===== config.mk =====
export PLATFORM = sky130hd
export DESIGN_NAME = digdug_devbus_arbiter
export DESIGN_NICKNAME = d
export VERILOG_FILES = /design/src/rtl/digdug_devbus_arbiter.sv
export SDC_FILE = /design/constraint.sdc
export NUM_CORES = 1
export LEC_CHECK = 0
export ABC_AREA = 1
export BUFFER_PORTS_ARGS = -buffer_cell sky130_fd_sc_hd__buf_2
export CAP_MARGIN = 20
export CORE_ASPECT_RATIO = 0.5
export CORE_MARGIN = 3
export CORE_UTILIZATION = 32
export CTS_BUF_LIST = sky130_fd_sc_hd__clkbuf_4
export CTS_CLUSTER_SIZE = 16
export DETAILED_ROUTE_END_ITERATION = 10
export PLACE_DENSITY = 0.6
export SETUP_SLACK_MARGIN = 0.3
export SLEW_MARGIN = 20
export SYNTH_ARGS = -nofsm -noshare
export SYNTH_HDL_FRONTEND = slang
export SYNTH_SLANG_ARGS = --single-unit
export TNS_END_PERCENT = 1

===== constraint.sdc =====
create_clock -name MCLK -period 2.4 [get_ports MCLK]
set_clock_uncertainty 0.1 [all_clocks]
set_input_delay 0.48 -clock MCLK [delete_from_list [all_inputs] [get_ports MCLK]]
set_output_delay 0.48 -clock MCLK [all_outputs]
set_load 0.01 [all_outputs]

===== src/rtl/digdug_devbus_arbiter.sv =====
// Round-robin arbiter sharing the I/O device bus between main/sub/sound Z80 cores; DEVARB_TIMEOUT_EN adds a read timeout.
// Latency: strobe 1 cycle after grant, ACK 2 cycles after grant (+1 per WAIT cycle on reads).
// Backpressure: REQ held until ACK; PAUSE blocks new grants; reads stall in WAIT until DEV_DV.
module digdug_devbus_arbiter #(
    parameter int NREQ    = 3,
    parameter int TMO_CYC = 255
) (
    input  logic                MCLK,
    input  logic                RESET_N,
    input  logic                PAUSE,
    input  logic [NREQ-1:0]     REQ,
    input  logic [NREQ-1:0]     REQ_RD,
    input  logic [NREQ-1:0]     REQ_WR,
    input  logic [16*NREQ-1:0]  REQ_AD,
    input  logic [8*NREQ-1:0]   REQ_DI,
    output logic [NREQ-1:0]     ACK,
    output logic [7:0]          RDATA,
    output logic [15:0]         DEV_AD,
    output logic                DEV_RD,
    output logic                DEV_WR,
    output logic [7:0]          DEV_DI,
    input  logic                DEV_DV,
    input  logic [7:0]          DEV_DO,
    output logic [1:0]          GRANT,
    output logic                TMO_ERR
);

    typedef enum logic [1:0] {S_IDLE, S_ISSUE, S_WAIT, S_DONE} state_t;

    localparam logic [NREQ-1:0] ONE_HOT0 = {{(NREQ-1){1'b0}}, 1'b1};

    state_t     state;
    logic [1:0] last;
    logic       op_rd;
    logic       pick_vld;
    logic [1:0] pick_idx;
    logic [1:0] cand_idx;

    // Search LAST+1, LAST+2, LAST; iterate backwards so the nearest candidate wins.
    always_comb begin
        pick_vld = 1'b0;
        pick_idx = last;
        cand_idx = 2'd0;
        for (int j = NREQ; j >= 1; j--) begin
            cand_idx = 2'((int'(last) + j) % NREQ);
            if (REQ[cand_idx]) begin
                pick_vld = 1'b1;
                pick_idx = cand_idx;
            end
        end
    end

`ifdef DEVARB_TIMEOUT_EN
    logic [7:0] tmo_cnt;
`else
    // Only meaningful with the timeout counter; its legal range keeps this at 0.
    assign TMO_ERR = (TMO_CYC == 0);
`endif

    always_ff @(posedge MCLK) begin
        if (!RESET_N) begin
            state  <= S_IDLE;
            last   <= 2'd2;
            op_rd  <= 1'b0;
            ACK    <= '0;
            RDATA  <= 8'h00;
            DEV_AD <= 16'h0000;
            DEV_RD <= 1'b0;
            DEV_WR <= 1'b0;
            DEV_DI <= 8'h00;
            GRANT  <= 2'd0;
`ifdef DEVARB_TIMEOUT_EN
            tmo_cnt <= 8'd0;
            TMO_ERR <= 1'b0;
`endif
        end else begin
            DEV_RD <= 1'b0;
            DEV_WR <= 1'b0;
            ACK    <= '0;
            case (state)
                S_IDLE: begin
                    if (!PAUSE && pick_vld) begin
                        GRANT  <= pick_idx;
                        last   <= pick_idx;
                        DEV_AD <= REQ_AD[16*pick_idx +: 16];
                        DEV_DI <= REQ_DI[8*pick_idx +: 8];
                        // RD+WR together is a write; neither is a dummy write with no strobe.
                        op_rd  <= REQ_RD[pick_idx] & ~REQ_WR[pick_idx];
                        DEV_RD <= REQ_RD[pick_idx] & ~REQ_WR[pick_idx];
                        DEV_WR <= REQ_WR[pick_idx];
`ifdef DEVARB_TIMEOUT_EN
                        tmo_cnt <= 8'd0;
`endif
                        state  <= S_ISSUE;
                    end
                end
                S_ISSUE: begin
                    if (!op_rd) begin
                        ACK   <= ONE_HOT0 << GRANT;
                        state <= S_DONE;
                    end else if (DEV_DV) begin
                        RDATA <= DEV_DO;
                        ACK   <= ONE_HOT0 << GRANT;
                        state <= S_DONE;
                    end else begin
                        state <= S_WAIT;
                    end
                end
                S_WAIT: begin
                    if (DEV_DV) begin
                        RDATA <= DEV_DO;
                        ACK   <= ONE_HOT0 << GRANT;
                        state <= S_DONE;
                    end
`ifdef DEVARB_TIMEOUT_EN
                    else if (tmo_cnt == 8'(TMO_CYC - 1)) begin
                        RDATA   <= 8'hFF;
                        TMO_ERR <= 1'b1;
                        ACK     <= ONE_HOT0 << GRANT;
                        state   <= S_DONE;
                    end else begin
                        tmo_cnt <= tmo_cnt + 8'd1;
                    end
`endif
                end
                S_DONE: begin
                    state <= S_IDLE;
                end
                default: state <= S_IDLE;
            endcase
        end
    end

endmodule


==> metrics.txt, run 1 <==
Switching Share approximately 50%; drt first pass iters 4; Layout Area Growth over Synthesis 36.6%; WHS ~0.27 ns; I/O Pins ~130; RSZ-0062 raised after global routing true; CTS max path bufs 2; clk sinks between 40 and 50; Synth top area share ~33%; Critical path origin GRANT[0]; final setup TNS 0 ns; YS warnings 0; row cnt 22; DPL Wire Length around 5700 um; clock root buffer clkbuf_4; Cell variety after synth 26; largest net degree at the start of global routing 32; max-cap violation count 0; Post-Synth Simple-Gate Area 28.7%; crit-path most repeated cell nand2_1; CTS tree yes; R2R cell count 11; multiplexer area fraction after synthesis 0%; Crit path depth 11; layout cell share with drive strength beyond 1 around a third; Post-Syn Instances around 400; wire per inst ~12 um; Hold WC Path Type in2reg; vias per cell 4.58; Die Y about 70 um; Pint between 3 and 4 mW; Worst Path Class, Setup reg2reg; CP Cell Sequence buf_4 > ha_1 > inv_1 > nand2_1 > nand2_1 > nand2_1 > a31o_1 > nor2_4 > buf_12 > o21ai_0 > a21oi_1; NumNets Final between 600 and 700; Worst setup SP type flop; static leakage about 1.9 nW; Max VDD drop slightly below 0.001 V; number of global-route vias before repair 2664; Slew Limit Fails 0; max incr delay on CP around 0.35 ns; clock group share of total power 7.4%; first-pass GRT wire length roughly 12000 um; H-Tree Depth 2; placed inst area between 0.003 and 0.004 sq mm; Synth area leaders dfxtp_1, nand2_1, nor2_1; Hold Vio Cnt, Final 0; outcome completed; Post-Synth XOR/XNOR Area 0%; Power Total between 6 and 7 mW; area of the mapped netlist about 0.0026 sq mm; crit path DAT ~2.3 ns; adder-cell share of the synthesized area 3.86%; die area between 0.009 and 0.01 sq mm; Filler Cells Inserted 824; routed vias ~3000; largest family of logic cells by synthesized area simple AND/OR/NAND/NOR gates; endpoint type of the worst setup path flop; worst skew pair latency around 0.35 ns; Tot GR Track Use roughly 16%; WP data required about 2.6 ns; Final Cell Area ~0.0035 sq mm; power per standard cell area between 1500 and 2000 mW/mm^2; IO Port Bufs around 130; drt total wl 7710 um; reg2reg end GRANT[0]; post-synthesis compound-gate area fraction about a fifth; remaining antenna violation count 0; final worst-path cycle share 86.1%; initial antenna violation count 0; R2R Path Start GRANT[0]; initial core utilization ~34%; combinational share of power 73.4%; fmax between 400 and 500 MHz; ANT cells 0; Crit Path Max Fanout 29; CP bufs+invs 3; cell family contributing the most delay on the critical path compound AO/OA/AOI/OAI gates; post-synth top area cell dfxtp_1; sequential-to-total area share from yosys stat approximately a third; Sw Pwr 3.12 mW; FF-to-FF setup slack 0.33 ns; Seq pwr share a little under a fifth; minimum clock period 2.07 ns; DRC 0; CTS Buf Count 5; # setup viols final 0; end point of the critical path GRANT[0]; FF+latch count, synth 43; CP max-delay cell dfxtp_2; Syn Area/Cell between 6 and 7 sq um; syn_nets between 500 and 600; die width between 100 and 150 um; gr ovfl total 0; core area between 0.007 and 0.008 sq mm; clock-pin slew on the worst setup and hold paths 0.13 ns; RePlAce Congestion ~0.87; Initial DRC Count about 150
-- kinds of logic (layout without fill, tap and decap cells) --
group / Yosys count / after routing
AND/OR/NAND/NOR: 181 / 181
AO/OA/AOI/OAI: 94 / 94
buffers and inverters: 75 / 201
flip-flops: 43 / 43
adder cells (fa/ha/maj): 8 / 8
other: 1 / 1
-- how the worst min path moves through the flow --
stage | start | to | slack, ns | depth (start not counted)
finish | DEV_DO[0] | RDATA[0] | 0.27 | 3
global route | DEV_DO[2] | RDATA[2] | 0.24 | 3
CTS | DEV_DO[4] | RDATA[4] | 0.25 | 3
detailed placement | RDATA[0] | RDATA[0] | 0.37 | 2
global placement | RDATA[3] | RDATA[3] | 0.36 | 2
floorplan | op_rd | op_rd | 0.35 | 2
-- cell usage after synthesis, drive strengths merged --
cell type  instances
o21a               1
o22ai              1
nand3b             1
nor3               1
nand2             87
dfxtp             43
conb               1
inv               52
or2                1
buf               19
ha                 8
a31o               1
nor4               3
a21oi             30
clkbuf             4
o21ai             35
o211ai            26
nand3             20
nor2              68
-- cells in the final DEF, fill, tap and decap left out, types with 2 or more instances in the layout --
cell        n
a21oi_1    30
nand2_2     5
inv_1      46
nor2_1     67
dfxtp_1    41
o211ai_1   26
buf_12      5
ha_1        6
buf_4       4
nand2_4     2
o21ai_0    28
clkbuf_4    5
inv_2       5
dfxtp_2     2
nand3_1    16
o21ai_1     7
nor4_1      3
ha_4        2
nand2_1    80
buf_2     131
nand3_2     4
-- flip-flops by register name, indices dropped and copies added, names as in the netlist --
register	cells
last	1
state	2
GRANT	2
DEV_RD	1
RDATA	8
DEV_AD	16
op_rd	1
ACK	3
DEV_WR	1
DEV_DI	8
-- metal layers --
metal  global-route usage, %  vias up  wire length (um)
li1                        -     1548                 -
met1                    20.9     1285              3630
met2                    27.5       71              3600
met3                    3.84        9               406
met4                    3.76        0                80
met5                       0        -                 0
-- tightest hold or removal path, cell delays in order --
cell	delay, ns
buf_2	0.07
o21ai_0	0.07
nor2_1	0.07
-- what timing repair did --
action,4_1_cts,5_1_grt
gates resized for setup,19,1
setup buffers,1,0
pin swaps,4,1
cloned,1,0
endpoints found under the setup margin,30,30
hold buffers,0,0
-- metrics by stage --
| stage | util [%] | cells | setup WS [ns] |
|---|---|---|---|
| 2_1_floorplan | - | 402 | 0.342 |
| 3_3_place_gp | 44.1 | 626 | 0.211 |
| 3_5_place_dp | 44.1 | 626 | 0.201 |
| 4_1_cts | 46.5 | 636 | 0.323 |
| 5_1_grt | 46.6 | 636 | 0.175 |
| 6_report | 46.6 | 636 | 0.334 |
-- power groups by stage --
| stage | combinational [mW] | sequential (mW) | clock [mW] |
|---|---|---|---|
| 3_5_place_dp | 4.11 | 1.20 | 0 |
| 6_report | 4.56 | 1.19 | 0.458 |
| 2_1_floorplan | 2.85 | 1.34 | 0 |
| 5_1_grt | 5.07 | 1.24 | 0.508 |
| 3_3_place_gp | 4.10 | 1.20 | 0 |
| 4_1_cts | 4.53 | 1.20 | 0.468 |
-- cell type report --
| class | instances | area, sq um | share of cell area, % |
|---|---|---|---|
| multi-input cells | 284 | 1450 | 41.0 |
| clock inverters | 3 | 38.8 | 1.10 |
| inverters | 52 | 198 | 5.59 |
| well taps | 108 | 135 | 3.82 |
| clock buffers | 5 | 37.5 | 1.06 |
| repair buffers | 141 | 813 | 23.0 |
| flip-flops and latches | 43 | 863 | 24.4 |
No activity file was read; power rests on OpenSTA's default activity.
==> run 2: changes to the inputs <==
--- a/config.mk
+++ b/config.mk
@@ -15,6 +15,7 @@
 export CTS_CLUSTER_SIZE = 16
 export DETAILED_ROUTE_END_ITERATION = 10
 export PLACE_DENSITY = 0.6
+export RECOVER_POWER = 25
 export SETUP_SLACK_MARGIN = 0.3
 export SLEW_MARGIN = 20
 export SYNTH_ARGS = -nofsm -noshare
==> run 2 against run 1 <==
Clock power is essentially flat. Core utilization shrank 0.33 points. Critical path depth is the same. Maximum frequency shrank 0.17%. Sequential cell count is the same. Sequential power is essentially flat. Die area is the same. Register-to-register slack is essentially flat. Clock-buffer cell count is the same. Total power shrank 1.0%. First-iteration DRC count shrank 2.6%. Critical path type unchanged. Critical endpoint unchanged. Largest power group unchanged. Highest routed layer unchanged.
==> metrics.txt, run 2 (synthesized netlist as in run 1, its figures left out) <==
clk sinks 43; static leakage about 1.8 nW; number of global-route vias before repair around 2700; reg2reg end GRANT[0]; core area around 0.0076 sq mm; I/O Pins about 130; Switching Share between 50% and 60%; DRC 0; combinational share of power 73.1%; CP max-delay cell dfxtp_2; hold depth 3; IO Port Bufs 131; CP bufs+invs 3; ANT cells 0; WHS Endpoint RDATA[0]; remaining antenna violation count 0; outcome completed; max reg flops 16; Pint 3.05 mW; Die Y between 60 and 70 um; drt first pass iters 4; Hold WC Path Type in2reg; WP data required between 2 and 3 ns; largest reg by FF count DEV_AD; clock-pin slew on the worst setup and hold paths ~0.13 ns; RePlAce Congestion between 0.8 and 0.9; NumNets Final 628; CTS Buf Count 5; vias per cell 4.56; die width between 100 and 150 um; CTS tree yes; Crit Path Max Fanout 29; RSZ-0062 raised after global routing true; Seq pwr share between 10% and 20%; gr ovfl total 0; Sw Pwr between 3 and 4 mW; Worst Setup Slack, final 0.330 ns; power per standard cell area between 1500 and 2000 mW/mm^2; die area between 0.009 and 0.01 sq mm; clock root buffer clkbuf_4; minimum clock period a little over 2 ns; FF-to-FF setup slack 0.33 ns; most common cell after layout, fill and taps aside buf_2; R2R cell count 11; CTS max path bufs 2; # setup viols final 0; endpoint type of the worst setup path flop; final core utilization 46.2%; crit path DAT about 2.3 ns; max-cap violation count 0; Initial DRC Count 150; wire per inst roughly 12 um; Filler Cells Inserted just over 800; Slew Limit Fails 0; layout cell share with drive strength beyond 1 28.8%; H-Tree Depth 2; row cnt 22; DPL Wire Length approximately 5700 um; initial core utilization about a third; worst slack, placed 0.201 ns; Tot GR Track Use between 10% and 20%; CP Cell Sequence buf_4 > ha_1 > inv_1 > nand2_1 > nand2_1 > nand2_1 > a31o_1 > nor2_4 > buf_12 > o21ai_0 > a21oi_1; Worst setup SP type flop; final worst-path cycle share approximately 86%; drt total wl approximately 7700 um; routed vias a little under 3000; crit-path most repeated cell nand2_1; most frequent cells in the layout buf_2, nand2_1, nor2_1; final setup TNS 0 ns; largest net degree at the start of global routing 32; Worst Path Class, Setup reg2reg; R2R Path Start GRANT[0]; Max VDD drop 0.000976 V; max incr delay on CP 0.35 ns; WHS between 0.2 and 0.3 ns; fmax a little under 500 MHz; Hold Vio Cnt, Final 0; initial antenna violation count 0; clock group share of total power under 10%; Largest regs DEV_AD: 16 flops, DEV_DI: 8 flops, RDATA: 8 flops; first-pass GRT wire length 12500 um; cell family contributing the most delay on the critical path compound AO/OA/AOI/OAI gates; worst skew pair latency around 0.35 ns; HP Start DEV_DO[0]; Layout Area Growth over Synthesis 35.6%
[run 2: what timing repair did]
item | in CTS | in global routing
pin swaps | 4 | 1
setup endpoints to repair | 30 | 30
hold buffers | 0 | 0
setup buffers | 1 | 0
gates cloned | 1 | 0
resized for setup | 19 | 1
[run 2: layout make-up]
type	count	area [sq um]	area share, %
clock buffer	5	37.5	1.07
timing repair buffer	141	788	22.4
tap	108	135	3.85
multi-input combinational	284	1450	41.3
inverter	52	198	5.63
sequential	43	863	24.6
clock inverter	3	38.8	1.10
[run 2: worst reg2reg max path, delay by kind of cell, from the launching register on]
family,cells,cell delay (ns)
AO/OA/AOI/OAI,3,0.51
AND/OR/NAND/NOR,4,0.38
adder cells (fa/ha/maj),1,0.19
buffers and inverters,3,0.47
flip-flops,1,0.35
[run 2: worst max-delay path by stage]
stage	cells past startpoint	to	start	slack (ns)
final	11	GRANT[0]	GRANT[0]	0.33
after global routing	11	DEV_DI[3]	GRANT[0]	0.18
after CTS	11	GRANT[0]	GRANT[0]	0.32
after detailed placement	13	op_rd	GRANT[0]	0.20
after global placement	11	GRANT[0]	GRANT[0]	0.21
after floorplan	13	DEV_AD[10]	GRANT[0]	0.34
[run 2: metrics by stage]
stage	area, sq um	total power, mW	cells
after global placement	3350	5.30	626
after global routing	3510	6.78	636
after detailed placement	3350	5.31	626
after floorplan	2590	4.19	402
after CTS	3530	6.20	636
final	3510	6.15	636
[run 2: metal layers]
layer  GRT usage [%]  part of all wire (%)  vias to the layer above  routed length, um
met4            3.76                   1.0                        0                 80
met1            20.9                    46                     1262               3510
met5               0                     0                        -                  0
met2            27.5                    47                       76               3620
met3            3.84                   6.0                        9                457
li1                -                     -                     1551                  -
[run 2: power by group through the flow]
stage / clock [mW] / combinational (mW) / sequential [mW]
global route: 0.508 / 5.02 / 1.25
CTS: 0.468 / 4.53 / 1.20
floorplan: 0 / 2.85 / 1.34
finish: 0.457 / 4.49 / 1.20
detailed placement: 0 / 4.11 / 1.20
global placement: 0 / 4.10 / 1.20
==> run 3: changes to the inputs <==
--- a/config.mk
+++ b/config.mk
@@ -11,7 +11,7 @@
 export CORE_ASPECT_RATIO = 0.5
 export CORE_MARGIN = 3
 export CORE_UTILIZATION = 32
-export CTS_BUF_LIST = sky130_fd_sc_hd__clkbuf_4
+export CTS_BUF_LIST = sky130_fd_sc_hd__clkbuf_8
 export CTS_CLUSTER_SIZE = 16
 export DETAILED_ROUTE_END_ITERATION = 10
 export PLACE_DENSITY = 0.6
==> run 3 against run 2 <==
Wire length is 1.4% higher. Combinational power is 2% higher. Non-clock buffer count is 2 higher. Critical path depth stayed put. First-iteration DRC count stayed put. Register-to-register slack better by 0.03 ns. Via count is 0.31% lower. Critical endpoint unchanged.
==> metrics.txt, run 3 (synthesized netlist as in run 1, its figures left out) <==
outcome completed; Crit Path Max Fanout 29; Die Y ~70 um; drt first pass iters 5; routed vias slightly below 3000; final worst-path cycle share 85.2%; RePlAce Congestion about 0.87; hold depth 3; clock root buffer clkbuf_8; Max VDD drop 0.00101 V; worst slack, placed 0.201 ns; drt total wl 7770 um; wire per inst 12.2 um; Critical path origin GRANT[0]; vias per cell ~4.5; number of global-route vias before repair between 2000 and 3000; Worst setup SP type flop; gr ovfl total 0; CTS tree yes; NumNets Final between 600 and 700; static leakage between 1.5 and 2 nW; initial antenna violation count 0; end point of the critical path GRANT[0]; R2R Path Start GRANT[0]; die width around 130 um; largest reg by FF count DEV_AD; row cnt 22; clock-pin slew on the worst setup and hold paths 0.09 ns; CTS Hold Bufs 0; die area between 0.009 and 0.01 sq mm; Slew Limit Fails 0; H-Tree Depth 2; layout cell share with drive strength beyond 1 30.0%; remaining antenna violation count 0; DPL Wire Length between 5000 and 6000 um; # setup viols final 0; CTS max path bufs 2; worst skew pair latency 0.29 ns; initial core utilization around a third; I/O Pins 133; endpoint type of the worst setup path flop; final core utilization 47.1%; Tot GR Track Use approximately 16%; clk sinks 43; Largest regs DEV_AD: 16 flops, DEV_DI: 8 flops, RDATA: 8 flops; fmax ~500 MHz; RSZ-0062 raised after global routing true; FF-to-FF setup slack around 0.36 ns; Hold Vio Cnt, Final 0; Worst Path Class, Setup reg2reg; reg2reg end GRANT[0]; largest net degree at the start of global routing 32; Worst Setup Slack, final 0.356 ns; Hold WC Path Type in2reg; DRC 0; core area roughly 0.0076 sq mm; R2R cell count 11; ANT cells 0; max reg flops 16; CTS Buf Count 5; final setup TNS 0 ns; WP data required about 2.5 ns; minimum clock period around 2.0 ns; most frequent cells in the layout buf_2, nand2_1, nor2_1; crit path DAT between 2 and 2.5 ns; Initial DRC Count 150; max-cap violation count 0; first-pass GRT wire length 12600 um; power per standard cell area about 1800 mW/mm^2; Layout Area Growth over Synthesis 38.3%; Power Total 6.36 mW; most common cell after layout, fill and taps aside buf_2; IO Port Bufs 131
[run 3: changes by cell type in the layout (fill, tap and decap cells not counted)]
| cell | before | now |
|---|---|---|
| buf_4 | 4 | 6 |
| clkbuf_4 | 5 | 0 |
| clkbuf_8 | 0 | 6 |
| clkinv_1 | 1 | 0 |
| inv_1 | 46 | 44 |
| inv_2 | 5 | 6 |
| inv_4 | 1 | 2 |
| nand3_1 | 16 | 14 |
| nand3_2 | 4 | 6 |
[run 3: worst min-delay path by stage]
stage                     startpoint        to  slack, ns
after detailed placement    RDATA[0]  RDATA[0]       0.37
after CTS                  DEV_DO[4]  RDATA[4]       0.32
final                      DEV_DO[0]  RDATA[0]       0.33
after floorplan                op_rd     op_rd       0.35
after global routing       DEV_DO[2]  RDATA[2]       0.33
after global placement      RDATA[3]  RDATA[3]       0.36
[run 3: area by class of cell]
| class | instances | area (sq um) |
|---|---|---|
| clock buffer | 6 | 82.6 |
| clock inverter | 2 | 35.0 |
| fill | 814 | 4020 |
| inverter | 52 | 200 |
| multi-input combinational | 284 | 1460 |
| sequential | 43 | 863 |
| tap | 108 | 135 |
| timing repair buffer | 143 | 803 |
[run 3: per-stage QoR]
step / cells / instance area [sq um] / hold slack, ns
2_1_floorplan: 402 / 2590 / 0.348
3_3_place_gp: 626 / 3350 / 0.358
4_1_cts: 636 / 3580 / 0.319
6_report: 638 / 3580 / 0.334
3_5_place_dp: 626 / 3350 / 0.369
5_1_grt: 638 / 3580 / 0.327
[run 3: power breakdown]
group,total [mW],switching [mW],internal [mW]
sequential,1.21,0.164,1.04
clock,0.595,0.257,0.337
combinational,4.56,2.73,1.83
total,6.36,3.15,3.21
[run 3: metal layers]
| layer | global-route usage [%] | part of all wire [%] |
|---|---|---|
| met1 | 21.0 | 46 |
| met2 | 27.4 | 48 |
| met3 | 4.06 | 5.5 |
| met4 | 3.42 | 0.91 |
| met5 | 0 | 0 |
[run 3: repair_timing]
item,CTS,global route
gates cloned,1,0
setup endpoints to repair,30,30
endpoints found under the hold margin,0,0
buffers inserted,1,2
pin swaps,4,5
gates resized for setup,18,7
[run 3: critical path: stages (launching register included)]
cell and delay (ns):
dfxtp_2 0.34, buf_4 0.16, ha_1 0.21, inv_2 0.09
nand2_1 0.05, nand2_1 0.09, nand2_1 0.08, a31o_1 0.25
nor2_4 0.15, buf_12 0.19, o21ai_0 0.09, a21oi_1 0.16
